==> src/rtl/sram_arb_pkg.sv <==
// Shared types and defaults for the two-port SRAM arbiter.
// Holds the arbitration FSM encoding and the DW/AW default widths.
package sram_arb_pkg;

  localparam int DW_DEF = 8;
  localparam int AW_DEF = 6;

  typedef enum logic [1:0] {
    IDLE  = 2'd0,
    LOCK0 = 2'd1,
    LOCK1 = 2'd2
  } arb_state_t;

endpackage

==> src/rtl/sram_arbiter_if.sv <==
// Requester bus of the SRAM arbiter: req/we/addr/data/lock per requester,
// gnt/rvalid per requester, shared q. master = requesters, slave = arbiter.
interface sram_arbiter_if #(
  parameter int DW = 8,
  parameter int AW = 6
);

  logic          req0;
  logic          req1;
  logic          we0;
  logic          we1;
  logic [AW-1:0] addr0;
  logic [AW-1:0] addr1;
  logic [DW-1:0] data0;
  logic [DW-1:0] data1;
  logic          lock0;
  logic          lock1;
  logic          gnt0;
  logic          gnt1;
  logic          rvalid0;
  logic          rvalid1;
  logic [DW-1:0] q;

  modport master (
    output req0, req1, we0, we1,
    output addr0, addr1, data0, data1,
    output lock0, lock1,
    input  gnt0, gnt1, rvalid0, rvalid1, q
  );

  modport slave (
    input  req0, req1, we0, we1,
    input  addr0, addr1, data0, data1,
    input  lock0, lock1,
    output gnt0, gnt1, rvalid0, rvalid1, q
  );

endinterface

==> src/rtl/sram_core.sv <==
// Single-port DW x 2**AW RAM with registered read address; no reset.
// Ports: clk, wr (write strobe), rd (read strobe), addr, wdata, q.
module sram_core
  import sram_arb_pkg::*;
#(
  parameter int DW = DW_DEF,
  parameter int AW = AW_DEF
) (
  input  logic          clk,
  input  logic          wr,
  input  logic          rd,
  input  logic [AW-1:0] addr,
  input  logic [DW-1:0] wdata,
  output logic [DW-1:0] q
);

  logic [DW-1:0] mem [2**AW];
  logic [AW-1:0] addr_q;

  // Only reads move the address register, so q keeps
  // showing the last read location across writes and idles.
  always_ff @(posedge clk) begin
    if (wr) mem[addr] <= wdata;
    if (rd) addr_q <= addr;
  end

  assign q = mem[addr_q];

endmodule

==> src/rtl/sram_arbiter.sv <==
// Two-requester arbiter with lock in front of a single-port SRAM.
// Ports: clk, rst (sync, active-high), bus (slave modport of
// sram_arbiter_if). Define SRAM_ARB_RR_EN for round-robin, else fixed prio.
module sram_arbiter
  import sram_arb_pkg::*;
#(
  parameter int DW = DW_DEF,
  parameter int AW = AW_DEF
) (
  input logic           clk,
  input logic           rst,
  sram_arbiter_if.slave bus
);

  arb_state_t    state;
  arb_state_t    nxt;
  logic          g0;
  logic          g1;
  logic          hold0;
  logic          hold1;
  logic          pref;
  logic          rv0;
  logic          rv1;
  logic          ram_wr;
  logic          ram_rd;
  logic [AW-1:0] ram_addr;
  logic [DW-1:0] ram_wdata;

  // A lock state whose lock bit has dropped arbitrates as IDLE.
  assign hold0 = (state == LOCK0) && bus.lock0;
  assign hold1 = (state == LOCK1) && bus.lock1;

`ifdef SRAM_ARB_RR_EN
  logic ptr;

  always_ff @(posedge clk) begin
    if (rst) begin
      ptr <= 1'b0;
    end else if (!hold0 && !hold1 && (g0 || g1)) begin
      ptr <= g0;
    end
  end

  assign pref = ptr;
`else
  assign pref = 1'b0;
`endif

  always_ff @(posedge clk) begin
    if (rst) begin
      state <= IDLE;
    end else begin
      state <= nxt;
    end
  end

  always_comb begin
    nxt = IDLE;
    g0  = 1'b0;
    g1  = 1'b0;
    unique case (1'b1)
      hold0: begin
        g0  = bus.req0;
        nxt = LOCK0;
      end
      hold1: begin
        g1  = bus.req1;
        nxt = LOCK1;
      end
      default: begin
        if (bus.req0 && bus.req1) begin
          g0 = ~pref;
          g1 = pref;
        end else begin
          g0 = bus.req0;
          g1 = bus.req1;
        end
        if (g0 && bus.lock0) nxt = LOCK0;
        else if (g1 && bus.lock1) nxt = LOCK1;
      end
    endcase
    if (rst) begin
      g0 = 1'b0;
      g1 = 1'b0;
    end
  end

  // Cleared on the reset edge; also masked during reset so a read
  // granted just before reset never shows its rvalid.
  always_ff @(posedge clk) begin
    if (rst) begin
      rv0 <= 1'b0;
      rv1 <= 1'b0;
    end else begin
      rv0 <= g0 && !bus.we0;
      rv1 <= g1 && !bus.we1;
    end
  end

  assign bus.gnt0    = g0;
  assign bus.gnt1    = g1;
  assign bus.rvalid0 = rv0 && !rst;
  assign bus.rvalid1 = rv1 && !rst;

  assign ram_wr    = (g0 && bus.we0) || (g1 && bus.we1);
  assign ram_rd    = (g0 && !bus.we0) || (g1 && !bus.we1);
  assign ram_addr  = g1 ? bus.addr1 : bus.addr0;
  assign ram_wdata = g1 ? bus.data1 : bus.data0;

  sram_core #(
    .DW (DW),
    .AW (AW)
  ) u_core (
    .clk   (clk),
    .wr    (ram_wr),
    .rd    (ram_rd),
    .addr  (ram_addr),
    .wdata (ram_wdata),
    .q     (bus.q)
  );

endmodule

==> src/flat_wrapper.sv <==
// flat-port wrapper written by rule: the top's interface ports become plain ports
module sram_arbiter_flat import sram_arb_pkg::*;
#(
  parameter int DW = DW_DEF,
  parameter int AW = AW_DEF
)
  (clk, rst, bus_req0, bus_req1, bus_we0, bus_we1, bus_addr0, bus_addr1, bus_data0, bus_data1, bus_lock0, bus_lock1, bus_gnt0, bus_gnt1, bus_rvalid0, bus_rvalid1, bus_q);
  sram_arbiter_if #(.DW(DW), .AW(AW)) bus_i ();
  input logic clk;
  input logic rst;
  input wire logic [$bits(bus_i.req0)-1:0] bus_req0;
  input wire logic [$bits(bus_i.req1)-1:0] bus_req1;
  input wire logic [$bits(bus_i.we0)-1:0] bus_we0;
  input wire logic [$bits(bus_i.we1)-1:0] bus_we1;
  input wire logic [$bits(bus_i.addr0)-1:0] bus_addr0;
  input wire logic [$bits(bus_i.addr1)-1:0] bus_addr1;
  input wire logic [$bits(bus_i.data0)-1:0] bus_data0;
  input wire logic [$bits(bus_i.data1)-1:0] bus_data1;
  input wire logic [$bits(bus_i.lock0)-1:0] bus_lock0;
  input wire logic [$bits(bus_i.lock1)-1:0] bus_lock1;
  output wire logic [$bits(bus_i.gnt0)-1:0] bus_gnt0;
  output wire logic [$bits(bus_i.gnt1)-1:0] bus_gnt1;
  output wire logic [$bits(bus_i.rvalid0)-1:0] bus_rvalid0;
  output wire logic [$bits(bus_i.rvalid1)-1:0] bus_rvalid1;
  output wire logic [$bits(bus_i.q)-1:0] bus_q;
  assign bus_i.req0 = bus_req0;
  assign bus_i.req1 = bus_req1;
  assign bus_i.we0 = bus_we0;
  assign bus_i.we1 = bus_we1;
  assign bus_i.addr0 = bus_addr0;
  assign bus_i.addr1 = bus_addr1;
  assign bus_i.data0 = bus_data0;
  assign bus_i.data1 = bus_data1;
  assign bus_i.lock0 = bus_lock0;
  assign bus_i.lock1 = bus_lock1;
  assign bus_gnt0 = bus_i.gnt0;
  assign bus_gnt1 = bus_i.gnt1;
  assign bus_rvalid0 = bus_i.rvalid0;
  assign bus_rvalid1 = bus_i.rvalid1;
  assign bus_q = bus_i.q;
  sram_arbiter #(.DW(DW), .AW(AW)) u_core (.clk(clk), .rst(rst), .bus(bus_i));
endmodule
==> config.mk <==
export PLATFORM = sky130hd
export DESIGN_NAME = sram_arbiter_flat
export DESIGN_NICKNAME = d
export VERILOG_FILES = /design/src/rtl/sram_arb_pkg.sv /design/src/rtl/sram_arbiter_if.sv /design/src/rtl/sram_core.sv /design/src/rtl/sram_arbiter.sv /design/src/flat_wrapper.sv
export SDC_FILE = /design/constraint.sdc
export NUM_CORES = 1
export LEC_CHECK = 0
export CAP_MARGIN = 40
export CELL_PAD_IN_SITES_DETAIL_PLACEMENT = 1
export CELL_PAD_IN_SITES_GLOBAL_PLACEMENT = 2
export CORE_ASPECT_RATIO = 1.2
export CORE_MARGIN = 2
export CORE_UTILIZATION = 44
export DETAILED_ROUTE_END_ITERATION = 16
export PLACE_DENSITY_LB_ADDON = 0.1
export SYNTH_ARGS = -nofsm -noshare
export SYNTH_HDL_FRONTEND = slang
export SYNTH_HIERARCHICAL = 1
export SYNTH_SLANG_ARGS = --single-unit
export TNS_END_PERCENT = 10
==> constraint.sdc <==
create_clock -name clk -period 3 [get_ports clk]
set_input_delay 0.3 -clock clk [delete_from_list [all_inputs] [get_ports clk]]
set_output_delay 0.3 -clock clk [all_outputs]
set_load 0.01 [all_outputs]
==> Word level (Yosys, flattened, before mapping) <==
Memory sizes are Yosys's and may differ from the RTL's. A register that Yosys moved wholly into a read port is not among the register bits.
Cells that the tools add are included.
{ "op_classes": {"eq_ne": 2, "n_mux": 16, "n_reduce_logical": 17} }
{ "op_table": {"columns": ["operator", "count"], "rows": [
  ["$mux 6", 2],
  ["$logic_and 1x1->1", 11],
  ["$mux 1", 8],
  ["$mux 8", 1],
  ["$mux 2", 2],
  ["$pmux 1 s2", 2],
  ["$pmux 2 s2", 1],
  ["$logic_not 1->1", 3],
  ["$eq 2x1->1 const B", 1],
  ["$eq 2x2->1 const B", 1],
  ["$logic_or 1x1->1", 2],
  ["$reduce_or 2->1", 1]
]} }
{ "totals": {"register_bits": 10, "ram_bits": 512, "in_bits": 36, "out_inout_bits": 12, "wordCells": 40, "mem_count": 1} }
{ "memory_table": {"columns": ["memory", "depth", "width", "rd", "rd_ports_with_merged_regs", "wr", "line_no", "source"], "rows": [
  ["u_core.u_core.mem", 64, 8, 1, 1, 1, "sram_core.sv:17", "logic [DW-1:0] mem [2**AW];"]
]} }

==> Longest topological paths before layout <==
{ "depth": {"word_depth": 10, "depth_mapped": 9, "depth_no_buf": 6} }

==> Hierarchy <==
Netlist, hierarchy kept.
{ "modules_own_cells": {"columns": ["mod", "instances", "cells_each", "area_each_um2", "seq_area_each_um2"], "rows": [
  ["sram_core", 1, 957, 20312.0, 15675.0],
  ["sram_arbiter", 1, 44, 454.2, 80.1]
]} }

==> Least setup slack after synthesis <==
No wires, ideal clock.
{ "synth_timing": {"kind": "flip-flop to flip-flop", "startpoint": "reg u_core.state[0]", "endpoint": "mem u_core.u_core.mem[39][0], enable pin", "setup_ns": 0.371, "t_arrival_ns": 2.449, "required_ns": 2.629, "setup_slack_ns": 0.180, "path_stages_with_launch": 9, "n_path_buf": 3, "period_less_slack_ns": 2.820, "path_cell_list": "dfxtp_1 and3b_2 o2111a_1 buf_6 buf_12 mux2_4 or3b_2 clkbuf_1 nor2_1"} }
{ "synth_between": {"elab_cells_between_ends": 14, "cone_classes": "eq/ne (2); mux (7); reduce/logical (5)"} }
{ "synth_lines": {"columns": ["element", "line_no", "source"], "rows": [
  ["start, declared", "sram_arbiter.sv:15", "arb_state_t state;"],
  ["start signal, assigned", "sram_arbiter.sv:53", "state <= nxt;"],
  ["$eq 2x2->1 / $eq 2x1->1 (equally long branches)", "sram_arbiter.sv:31, sram_arbiter.sv:30", null],
  ["$logic_and 1x1->1 (on tied branches)", "sram_arbiter.sv:31, sram_arbiter.sv:30", null],
  ["$pmux 1 s2 *", "sram_arbiter.sv:61", "unique case (1'b1)"],
  ["$mux 1 *", "sram_arbiter.sv:82", "if (rst) begin"],
  ["named net bus_gnt1", "flat_wrapper.sv:22", "output wire logic [$bits(bus_i.gnt1)-1:0] bus_gnt1;"],
  ["$mux 6 *", "sram_arbiter.sv:107", "assign ram_addr = g1 ? bus.addr1 : bus.addr0;"],
  ["named net u_core.ram_addr[4]", "sram_arbiter.sv:26", "logic [AW-1:0] ram_addr;"],
  ["end, declared", "sram_core.sv:17", null]
]} }
The timed path passes the listed nets; every way through them passes the cells marked *.

==> flow_summary.toml <==
[status]
run_status = "finished, violations left"
violations_in_the_final_reports = "setup timing"

[timing]
worst_margin_pin_slew_ns = 0.897
unrepaired_setup_endpoints_after_global_routing = "true"
hold_viol = 0
timing.setup.tns_ns = -0.630
timing.slew.headroom = 0.402
max_clock_freq_mhz = 322
setup_ws_ns = -0.102
finalClockSkew_ns = 0.0211
finalWorstPathRequiredPeriod_ns = 3.10
slew_violations = 0
finalSetupViolations = 8
share_of_the_clock_period_used_by_the_worst_path_after_layout = 1.03

[yosys]
synth_edf_count = 518
post_synth_most_frequent_cells = "edfxtp_1 (518), mux4_2 (124), nor2_1 (71)"
postSynthNetCount = 1037
synthMostInstantiatedCell = "edfxtp_1"
synth_async_sr_flop_share = 0
post_synthesis_cell_area_um2 = 20800
count_of_mapped_cells_out_of_synthesis = 1001
synth_top_area_frac = 0.749
post_syn_area_per_cell_um2 = 20.7
synth_register_bits = 528
synth.top_cells.by_area = "edfxtp_1 (75%), mux4_2 (13%), nor2_1 (1.3%)"
ys.flop_type = "edfxtp_1"
synth_seq_area_share = 0.759
netlist-cell-type-count = 52
yosys_warnings = 6
synthDominantAreaCellType = "edfxtp_1"

[finish]
fraction_of_layout_instances_using_a_drive_strength_above_1 = 0.372
final_design_area_no_fill_um2 = 25400
areaGrowthSynthToFinish_pct = 22.3
final_net_count = 1274
diodes = 0

[clock_tree]
cts_tree = "yes"
skew_pair_late_insertion_delay_ns = 0.59
cts-buffers-inserted = 51
clock-sinks = 528
ctsLongestPathBuffers = 3
path_clk_slew_ns = 0.06
count_of_h_tree_levels_built_during_cts = 2
clock_tree.root_cell = "clkbuf_16"

[critical_path]
worst_ep_required_time_ns = 2.70
critical_path_peak_fanout = 8
critPathLaunchType = "flop"
crit_path_top_delay_cell = "mux4_2"
cp_cell_sequence = "buf_12 -> buf_12 -> buf_16 -> buf_4 -> mux4_2 -> a22oi_2 -> a31oi_4 -> a211o_1 -> buf_2"
worst-path-buf-inv = 5
worstSetupEndpointType = "output port"
cpLargestDelayFamily = "buffers and inverters"
timing_worst_setup_path_type = "flop to output port"
worst_path_largest_cell_delay_ns = 0.50
cp_data_arrival_time_ns = 2.80
crit_top_cell = "buf_12"

[detailed_routing]
final_routed_wirelength_across_all_metal_layers_mm = 53.0
detail-route-antenna-nets = 0
dr_total_vias = 10700
detailedRoute.firstPassIterationCount = 7
drc_errors = 0
route.detailed.vias_per_inst = 5.64
drt_iter0_markers = 790
detail_route.wl_per_cell_um = 27.9

[floorplan]
die-width_um = 202
core_region_area_um2 = 46800
die-area_um2 = 49000
initial_core_util = 0.444
die_h_um = 242
num_io_pins = 48
standard_cell_row_count = 87

[placed_design]
gp_congestion = 0.809
placed_area_um2 = 23100
placement.io_buffers = 47
detailedPlacementHpwl_mm = 33.5

[global_route]
antenna_found_initial = 0
first_pass_grt_wire_length_mm = 78.8
first_global_vias = 11600
grt_start_max_net_pins = 65
grt_usage = 0.223
gr-total-overflow = 0

[power]
seq_power_share = 0.521
internal-power_mw = 12.3
worst_voltage_drop_across_the_vdd_grid_v = 0.000507
static-leakage-power_nw = 8.25
power_density_nw_per_um2 = 620
power_switching_share = 0.220
comb_power_share = 0.093
switching_power_summed_over_all_nets_mw = 3.47
power.share.clock = 0.386

[job]
drv.max_cap_violation_count = 0

[min_path]
hold_path_class = "primary input to flop"
-- flip-flops by register name (all words and copies together), names as in the netlist, named ones only --
register and cells:
u_core/u_core/mem 512, u_core/u_core/addr_q 6, u_core/state 2, u_core/rv0 1, u_core/rv1 1
-- final cells by class --
type	count	area [um2]
inverter	5	20.0
multi-input combinational	411	5040
fill	4156	21400
timing repair buffer	241	2250
clock inverter	29	235
clock buffer	63	1320
tap	623	779
sequential	528	15800
-- placed cells by master, fill, tap and decap left out, drive strengths merged, types with 3 or more instances in the layout --
| cell type | n |
|---|---|
| clkdlybuf4s50 | 39 |
| edfxtp | 518 |
| a31oi | 9 |
| mux2 | 22 |
| buf | 202 |
| bufinv | 4 |
| o21ai | 5 |
| inv | 7 |
| nand3 | 22 |
| nor3 | 9 |
| nand4 | 3 |
| a22oi | 7 |
| nand2 | 19 |
| nand3b | 7 |
| o221ai | 10 |
| a2111oi | 4 |
| nor3b | 3 |
| o2111ai | 4 |
| o22ai | 17 |
| o31ai | 3 |
| clkinv | 23 |
| nor2b | 13 |
| clkbuf | 63 |
| mux2i | 19 |
| a22o | 3 |
| nand2b | 6 |
| dfxtp | 10 |
| mux4 | 124 |
| nor2 | 71 |
| a21oi | 9 |
-- repair_timing --
| item | 4_1_cts | 5_1_grt |
|---|---|---|
| hold buffers | 0 | 0 |
| pin swaps | 23 | 6 |
| gates cloned | 2 | 0 |
| setup endpoints to repair | 8 | 8 |
| buffers inserted | 23 | 7 |
| resized for setup | 114 | 5 |
-- metrics by stage --
stage	cells	setup WS (ns)	power [mW]	hold WS, ns	util
after floorplan	1001	0.180	9.05	0.377	-
after global placement	1779	-0.0298	9.67	0.456	0.494
after detailed placement	1779	-0.0785	9.68	0.464	0.494
after CTS	1894	-0.146	15.9	0.329	0.541
after global routing	1900	-0.184	16.2	0.359	0.543
final	1900	-0.102	15.8	0.357	0.543
-- per-layer routing --
layer  track usage  wire, um  up-vias
li1              -         -     4645
met1         0.313     23000     5722
met2         0.365     26300      274
met3        0.0352      2260       78
met4        0.0646      1330        0
met5             0         0        -
-- worst reg2reg max path, delay by kind of cell, from the launching register on --
family | cells | cell delay, ns
compound gates | 1 | 0.33
buf+inv | 1 | 0.24
flops | 1 | 0.34
simple gates | 4 | 0.99
mux | 1 | 0.43
-- power groups by stage --
stage / clock network [mW] / registers [mW] / logic (mW)
6_report: 6.09 / 8.21 / 1.47
3_3_place_gp: 0 / 8.36 / 1.31
2_1_floorplan: 0 / 8.34 / 0.718
3_5_place_dp: 0 / 8.36 / 1.32
4_1_cts: 6.22 / 8.20 / 1.46
5_1_grt: 6.48 / 8.20 / 1.55
-- logic make-up (layout without fill, tap and decap cells) --
logic type             count (synthesis)  after routing  synth area share
AO/OA/AOI/OAI                         83             83            0.0288
buffers and inverters                 62            338            0.0177
flip-flops                           528            528             0.759
multiplexers                         165            165             0.157
AND/OR/NAND/NOR                      163            163            0.0378
-- worst paths after layout --
check | start | endpoint | slack [ns] | depth (start not counted)
max | flop | bus_q[3] | -0.10 | 9
min | bus_lock1 | u_core/state[1] | 0.36 | 2
max reg2reg | u_core/state[0] | u_core/u_core/mem[48][3] | 0.37 | 7
min reg2reg | u_core/u_core/addr_q[1] | flop | 0.47 | 1
(Power assumes the default switching activity.)
